--- config.mk ---
export PLATFORM = sky130hd
export DESIGN_NAME = edge2en_multi
export DESIGN_NICKNAME = d
export VERILOG_FILES = /design/src/rtl/edge2en_multi.sv
export SDC_FILE = /design/constraint.sdc
export NUM_CORES = 1
export LEC_CHECK = 0
export BUFFER_PORTS_ARGS = -buffer_cell sky130_fd_sc_hd__buf_4
export CAP_MARGIN = 25
export CORE_ASPECT_RATIO = 0.8
export CORE_MARGIN = 3
export CORE_UTILIZATION = 57
export DETAILED_ROUTE_END_ITERATION = 8
export HOLD_SLACK_MARGIN = 0.15
export PLACE_DENSITY = 0.95
export SLEW_MARGIN = 20
export SYNTH_ARGS = -nofsm -noshare
export SYNTH_HDL_FRONTEND = slang
export SYNTH_SLANG_ARGS = --single-unit
--- constraint.sdc ---
create_clock -name clk_in -period 2.65 [get_ports clk_in]
set_clock_uncertainty 0.15 [all_clocks]
set_input_delay 0 -clock clk_in [delete_from_list [all_inputs] [get_ports clk_in]]
set_output_delay 0 -clock clk_in [all_outputs]
set_load 0.05 [all_outputs]
--- src/rtl/edge2en_multi.sv ---
// rtl/edge2en_multi.sv - multi-channel synchronizer, debounce filter and edge-to-enable converter
// Optional per-channel saturating event counters via EDGE2EN_MULTI_EVENT_CNT_EN.
module edge2en_multi #(
   parameter int   CH_NUM      = 8,
   parameter int   SYNC_STAGES = 2,
   parameter int   FILTER_LEN  = 4,
   parameter logic INIT_LEVEL  = 1'b0,
   parameter int   CNT_WIDTH   = 8
) (
   input  logic                        clk_in,
   input  logic                        rst_n_in,
   input  logic [CH_NUM-1:0]           edge_in,
   input  logic [1:0]                  mode_in,
   input  logic [CH_NUM-1:0]           flag_clr_in,
   output logic [CH_NUM-1:0]           level_out,
   output logic [CH_NUM-1:0]           rising_out,
   output logic [CH_NUM-1:0]           falling_out,
   output logic [CH_NUM-1:0]           event_out,
   output logic                        any_event_out,
   output logic [CH_NUM-1:0]           flag_out
`ifdef EDGE2EN_MULTI_EVENT_CNT_EN
   ,
   output logic [CH_NUM*CNT_WIDTH-1:0] cnt_out
`endif
);

   localparam int             FCW       = $clog2(FILTER_LEN + 1);
   localparam logic [FCW-1:0] FCNT_LAST = FCW'(FILTER_LEN - 1);

   logic [CH_NUM-1:0] r_sync [SYNC_STAGES];
   logic [FCW-1:0]    r_fcnt [CH_NUM];
   logic [CH_NUM-1:0] r_level;
   logic [CH_NUM-1:0] r_rise;
   logic [CH_NUM-1:0] r_fall;
   logic [CH_NUM-1:0] r_flag;
   logic [CH_NUM-1:0] w_s;
   logic [CH_NUM-1:0] w_event;

   assign w_s = r_sync[SYNC_STAGES-1];

   always_ff @(posedge clk_in) begin
      if (!rst_n_in) begin
         for (int s = 0; s < SYNC_STAGES; s++) begin
            r_sync[s] <= {CH_NUM{INIT_LEVEL}};
         end
      end else begin
         r_sync[0] <= edge_in;
         for (int s = 1; s < SYNC_STAGES; s++) begin
            r_sync[s] <= r_sync[s-1];
         end
      end
   end

   // A new level is accepted only after FILTER_LEN consecutive samples differ
   // from the current one; the pulse registers update in that same edge.
   always_ff @(posedge clk_in) begin
      if (!rst_n_in) begin
         r_level <= {CH_NUM{INIT_LEVEL}};
         r_rise  <= '0;
         r_fall  <= '0;
         for (int i = 0; i < CH_NUM; i++) begin
            r_fcnt[i] <= '0;
         end
      end else begin
         for (int i = 0; i < CH_NUM; i++) begin
            r_rise[i] <= 1'b0;
            r_fall[i] <= 1'b0;
            if (w_s[i] == r_level[i]) begin
               r_fcnt[i] <= '0;
            end else if (r_fcnt[i] != FCNT_LAST) begin
               r_fcnt[i] <= r_fcnt[i] + 1'b1;
            end else begin
               r_fcnt[i]  <= '0;
               r_level[i] <= w_s[i];
               r_rise[i]  <= w_s[i];
               r_fall[i]  <= ~w_s[i];
            end
         end
      end
   end

   assign w_event = ({CH_NUM{mode_in[0]}} & r_rise) | ({CH_NUM{mode_in[1]}} & r_fall);

   // Set has priority over a simultaneous clear.
   always_ff @(posedge clk_in) begin
      if (!rst_n_in) begin
         r_flag <= '0;
      end else begin
         r_flag <= (r_flag & ~flag_clr_in) | w_event;
      end
   end

`ifdef EDGE2EN_MULTI_EVENT_CNT_EN
   logic [CNT_WIDTH-1:0] r_evcnt [CH_NUM];

   always_ff @(posedge clk_in) begin
      if (!rst_n_in) begin
         for (int i = 0; i < CH_NUM; i++) begin
            r_evcnt[i] <= '0;
         end
      end else begin
         for (int i = 0; i < CH_NUM; i++) begin
            if (flag_clr_in[i]) begin
               r_evcnt[i] <= w_event[i] ? CNT_WIDTH'(1) : '0;
            end else if (w_event[i] && (r_evcnt[i] != {CNT_WIDTH{1'b1}})) begin
               r_evcnt[i] <= r_evcnt[i] + 1'b1;
            end
         end
      end
   end

   for (genvar g = 0; g < CH_NUM; g++) begin : g_cnt_out
      assign cnt_out[g*CNT_WIDTH +: CNT_WIDTH] = r_evcnt[g];
   end
`else
   // No event counters in this build.
`endif

   assign level_out     = r_level;
   assign rising_out    = r_rise;
   assign falling_out   = r_fall;
   assign event_out     = w_event;
   assign any_event_out = |w_event;
   assign flag_out      = r_flag;

endmodule

==> impl_metrics.py, run 1 <==
metrics = {
    "run": {
        "cap_violations": 0,
    },
    "cells_and_area": {
        "drive_gt1_share_pct": 20.3,
        "nets": 395,
        "antenna_cells": 0,
        "syn2layout_area_growth_pct": 38.8,
        "fin_area_um2": 3920,
    },
    "worst_setup_path": {
        "worstPathArrival_ps": 1600,
        "cp-end-kind": "output port",
        "cpPeakStageDelay_ps": 430,
        "worstSetupStartpointType": "flip-flop",
        "critical_path.max_fanout": 3,
        "crit_type": "reg2out",
        "crit_required_ps": 2500,
        "path_cells": "nor4_1 -> nand2_1 -> a22o_1 -> buf_4",
        "critPathSlowestCell": "nor4_1",
    },
    "synthesis": {
        "ys_seq_area_share_pct": 59.6,
        "synth_top_family_by_area": "simple AND/OR/NAND/NOR gates",
        "synthMuxAreaShare_pct": 2.84,
        "avgSynthCellArea_um2": 11.8,
        "syn_inst": 239,
        "ys.warnings.count": 0,
        "synth_xor_area_share_pct": 2.48,
        "yosys.area_share.simple_pct": 18.9,
        "ys_types": 20,
        "synth-compound-area-share_pct": 4.92,
        "synthAdderAreaFrac_pct": 7.10,
        "syn_area_um2": 2820,
        "ys_ff_latch": 72,
    },
    "pwr": {
        "power_frac_clock_pct": 39.8,
        "vdd_ir_drop_max_v": 0.000549,
        "switching_share_pct": 20.4,
        "internal_power_w": 0.00175,
        "power.switching_w": 0.000450,
        "powerDensity_nw_per_um2": 561,
        "p_leak_nw": 1.81,
        "share_comb_of_total_power_pct": 6.3,
        "seqPwrFrac_pct": 53.9,
    },
    "global_routing": {
        "grt_use_met2_pct": 41.6,
        "use_met3_pct": 8.91,
        "grt_max_degree": 49,
        "first_global_vias": 2141,
        "grt_antenna_before_repair": 0,
        "grt_overflow": 0,
        "met1_usage_pct": 24.7,
        "grt_pass1_wl_um": 10000,
        "gr-max-usage-layer": "met2",
        "grt_usage_pct": 23.4,
    },
    "timing": {
        "setup_tns_ps": 0,
        "setup_viol": 0,
        "max_freq_mhz": 571,
        "slew_violations": 0,
        "fin_crit_ps": 1750,
        "hold_viol_final": 0,
        "fin_crit_sh_pct": 66.1,
        "rsz0062_at_grt": "no",
    },
    "detailed_routing": {
        "drtIter0Drc": 137,
        "vias_per_cell": 5.03,
        "ant_nets": 0,
        "drcViolationCount": 0,
        "dr.pass1.iters": 4,
        "drt-wirelength-per-cell_um": 14.9,
        "wirelength_um": 6310,
        "via_count": 2131,
    },
    "clock_network": {
        "cts_num_sinks": 72,
        "cts_post_setup_buffers_inserted": 0,
        "cts.path.max_buffers": 2,
        "cts-root-buf": "clkbuf_8",
        "clk_latency_ps": 340,
        "path_clk_slew_ps": 70,
        "cts-htree-levels": 3,
        "cts_tree": "done",
        "cts_buffers": 9,
        "ctsResizeCount": 0,
    },
    "die": {
        "row_count": 22,
        "chipHeight_um": 68.9,
        "core-area_um2": 4680,
        "die_area_um2": 5840,
        "pin_count": 61,
        "initial_core_util_pct": 60.3,
        "die_w_um": 84.7,
    },
    "placement": {
        "place.gp.congestion": 0.768,
        "place_hpwl_um": 3750,
        "placed_area_um2": 3380,
        "io_buffer_count": 60,
    },
    "worst_hold_path": {
        "worstHoldPathType": "reg2reg",
    },
    "run_status": {
        "outcome": "finished, final reports clean",
    },
}
flip-flops by register name (all words and copies together), names as in the netlist:
| register | cells |
|---|---|
| r_sync | 16 |
| level_out | 8 |
| flag_out | 8 |
| rising_out | 8 |
| r_fcnt | 24 |
| falling_out | 8 |
logic make-up after synthesis:
family,after synthesis
AO/OA/AOI/OAI,17
XOR/XNOR,8
adder cells (fa/ha/maj),16
buffers and inverters,23
flip-flops,72
multiplexers,8
other,1
AND/OR/NAND/NOR,94
through the flow:
| step | hold WS [ps] | power (W) | util [%] | instances | setup WS [ps] |
|---|---|---|---|---|---|
| final | 286 | 0.00220 | 83.7 | 424 | 899 |
| after floorplan | -22.7 | 0.00128 | - | 262 | 1080 |
| after global routing | 307 | 0.00229 | 83.7 | 424 | 802 |
| after CTS | 288 | 0.00221 | 83.7 | 424 | 913 |
| after global placement | 56.5 | 0.00131 | 72.2 | 375 | 1230 |
| after detailed placement | 62.9 | 0.00131 | 72.2 | 375 | 1200 |
what timing repair did:
item,in CTS,in global routing
hold buffers,33,0
hold endpoints to repair,49,0
endpoints found under the setup margin,0,0
power by group through the flow:
stage	clock network, W	logic, W	registers [W]
2_1_floorplan	0	0.0000662	0.00121
3_3_place_gp	0	0.0000983	0.00121
3_5_place_dp	0	0.000104	0.00121
4_1_cts	0.000896	0.000134	0.00118
5_1_grt	0.000949	0.000155	0.00119
6_report	0.000875	0.000139	0.00119
area by class of cell:
| type | count | area, um2 |
|---|---|---|
| tap | 60 | 75.1 |
| clock inverter | 3 | 38.8 |
| multi-input combinational | 167 | 1110 |
| inverter | 16 | 60.1 |
| clock buffer | 13 | 169 |
| sequential | 72 | 1680 |
| timing repair buffer | 93 | 781 |
| fill | 252 | 762 |
critical path: cells and delay by family, from the launching register on:
family / cells / cell delay [ps]
simple gates: 2 / 520
buf+inv: 1 / 190
flops: 1 / 360
compound gates: 1 / 200
worst paths after layout:
path | depth (start not counted) | end | from | slack [ps]
max | 4 | any_event_out | falling_out[3] | 900
min | 1 | r_sync[0][8] | r_sync[0][0] | 290
min reg2reg | 1 | r_sync[0][8] | r_sync[0][0] | 290
max reg2reg | 3 | flag_out[0] | rising_out[0] | 1030
cell usage after synthesis:
cell / count / area share, %
buf_2: 1 / 0.18
clkbuf_1: 2 / 0.27
inv_1: 16 / 2.1
buf_4: 1 / 0.27
nand2_1: 10 / 1.3
ha_1: 16 / 7.1
edfxtp_1: 24 / 26
nor2_1: 24 / 3.2
nor3b_1: 16 / 4.3
nor2b_1: 16 / 3.5
dfxtp_1: 48 / 34
xor2_1: 8 / 2.5
a22o_1: 9 / 2.8
conb_1: 1 / 0.13
mux2i_1: 8 / 2.8
nor4_1: 4 / 0.89
buf_6: 3 / 1.2
o21a_1: 8 / 2.1
nand3b_1: 8 / 2.1
and2_1: 16 / 3.5
cell usage in the layout (no fill, tap or decap), drive strengths merged:
| master | n |
|---|---|
| nand3b | 8 |
| a22o | 9 |
| clkinv | 2 |
| dlygate4sd3 | 33 |
| nand2 | 10 |
| clkbuf | 13 |
| bufinv | 1 |
| mux2i | 8 |
| edfxtp | 24 |
| ha | 16 |
| buf | 60 |
| dfxtp | 48 |
| and2 | 16 |
| nor2 | 24 |
| xor2 | 8 |
| o21a | 8 |
| inv | 16 |
| conb | 24 |
| nor2b | 16 |
| nor3b | 16 |
| nor4 | 4 |
per-layer routing:
metal  share of wire, %  up-vias
met3                8.5       21
met1                 38      988
met2                 50       96
li1                   -     1026
met4                3.5        0
met5                  0        -
Note: power is estimated with default switching activity, not from simulation.
==> run 2: changes to the inputs <==
Settings changed: CORE_UTILIZATION 57 to 48, PLACE_DENSITY 0.95 to 0.87.
Clock period 2.65 ns to 1.4 ns, I/O delays scaled along.
==> run 2 against run 1 <==
The run now ends with setup timing left; global-route usage down 5.4 points; die area increased by 17%; wire length up 3.9%; first-iteration DRC count is 23% lower; power is 93% higher; sequential power is 88% higher; utilization fell by 6.0 points; sequential cell count did not move; critical endpoint unchanged; highest routed layer unchanged.
==> impl_metrics.py, run 2 (synthesis results as in run 1) <==
metrics = {
    "run_status": {
        "outcome": "finished with violations",
        "violations": "setup timing",
    },
    "global_routing": {
        "grt_pass1_wl_um": 9450,
        "grt_overflow": 0,
        "grt_max_degree": 34,
        "first_global_vias": 2107,
        "grt_antenna_before_repair": 0,
        "grt_usage_pct": 18.0,
    },
    "timing": {
        "setup_tns_ps": -659,
        "hold_viol_final": 0,
        "worst_slack_ps": -390,
        "hold_slack_ps": 283,
        "max_freq_mhz": 559,
        "rsz0062_at_grt": "yes",
        "setup_viol": 8,
        "slew_violations": 0,
        "fin_crit_ps": 1790,
        "fin_crit_sh_pct": 128,
    },
    "clock_network": {
        "cts-htree-levels": 3,
        "cts_num_sinks": 72,
        "cts-root-buf": "clkbuf_8",
        "path_clk_slew_ps": 80,
        "cts_tree": "done",
        "cts.path.max_buffers": 2,
        "cts_buffers": 9,
        "clk_latency_ps": 350,
    },
    "worst_setup_path": {
        "critPathSlowestCell": "nor4_2",
        "crit_type": "reg2out",
        "cp.buffers_inverters": 2,
        "cpPeakStageDelay_ps": 380,
        "critical_path.max_fanout": 3,
        "path_cells": "nor4_2 -> buf_4 -> nand2_1 -> a22o_1 -> buf_6",
        "worstPathArrival_ps": 1640,
        "cp-end-kind": "output port",
        "crit_required_ps": 1250,
        "worstSetupStartpointType": "flip-flop",
        "critical-path-top-delay-family": "simple AND/OR/NAND/NOR gates",
    },
    "detailed_routing": {
        "wirelength_um": 6560,
        "dr.pass1.iters": 4,
        "vias_per_cell": 4.75,
        "drt-wirelength-per-cell_um": 14.3,
        "drtIter0Drc": 106,
        "ant_nets": 0,
        "drcViolationCount": 0,
        "via_count": 2186,
    },
    "placement": {
        "place_hpwl_um": 3700,
        "placed_area_um2": 3530,
        "dp.cells": 407,
        "place.gp.congestion": 0.782,
        "io_buffer_count": 60,
    },
    "cells_and_area": {
        "drive_gt1_share_pct": 35.6,
        "antenna_cells": 0,
        "nets": 413,
        "nFillCells": 339,
        "reg_top3": "r_fcnt (24), r_sync (16)",
        "final_util_pct": 77.7,
        "fin_cells": 460,
        "largest_reg_flops": 24,
        "final_cell_mix": "72 x buf_4, 39 x dfxtp_1, 28 x dlygate4sd3_1",
        "fin_area_um2": 4320,
        "layout_commonest_cell": "buf_4",
        "regMostFlops": "r_fcnt",
        "syn2layout_area_growth_pct": 53.0,
    },
    "worst_hold_path": {
        "worstHoldPathType": "reg2reg",
    },
    "die": {
        "die_w_um": 91.7,
        "die_area_um2": 6840,
        "chipHeight_um": 74.6,
        "initial_core_util_pct": 50.8,
        "core-area_um2": 5560,
        "row_count": 24,
        "pin_count": 61,
    },
    "pwr": {
        "powerDensity_nw_per_um2": 984,
        "vdd_ir_drop_max_v": 0.000663,
        "p_leak_nw": 1.91,
    },
    "run": {
        "cap_violations": 0,
    },
}
==> run 2: area by class of cell <==
type                       count  area (um2)  area share [%]
sequential                    72        1700            39.3
multi-input combinational    167        1290            30.0
clock inverter                 5        55.1            1.27
clock buffer                  11         151            3.51
tap                           78        97.6            2.26
timing repair buffer         111         965            22.3
inverter                      16        60.1            1.39
==> run 2: routing by layer <==
metal,track usage [%],up-vias,share of wire (%)
li1,-,1064,-
met1,20.6,1045,41
met2,31.4,66,50
met3,6.57,11,6.2
met4,6.59,0,1.9
met5,0,-,0
==> run 2: through the flow <==
step	setup WS, ps	power [W]
6_report	-390	0.00425
3_3_place_gp	7.22	0.00248
5_1_grt	-483	0.00442
2_1_floorplan	2.97	0.00242
3_5_place_dp	-64.2	0.00249
4_1_cts	-285	0.00424
==> run 2: worst paths after layout <==
| check | start | to | slack, ps | depth (start not counted) |
|---|---|---|---|---|
| min | r_sync[0][3] | r_sync[0][11] | 280 | 1 |
| max | falling_out[0] | any_event_out | -390 | 5 |
| min reg2reg | r_sync[0][3] | r_sync[0][11] | 280 | 1 |
| max reg2reg | r_fcnt[1][4] | r_fcnt[1][3] | -70 | 4 |
==> run 2: worst register-to-register path, stage by stage (launching register included) <==
cell      delay [ps]
edfxtp_1         400
ha_2             220
ha_4             170
nand3b_1         240
nor2_1           150
==> run 2: timing repair <==
action / in CTS / in global routing
setup endpoints to repair: 26 / 37
hold buffers: 29 / 0
endpoints found under the hold margin: 53 / 0
resized for setup: 21 / 26
pin swaps: 16 / 15
buffers inserted: 5 / 3
==> run 2: report_power, final <==
group	internal (W)	switching (W)	leakage (nW)
combinational	0.000181	0.000146	1.17
sequential	0.00221	0.0000310	0.643
clock	0.000913	0.000766	0.101
total	0.00330	0.000943	1.91
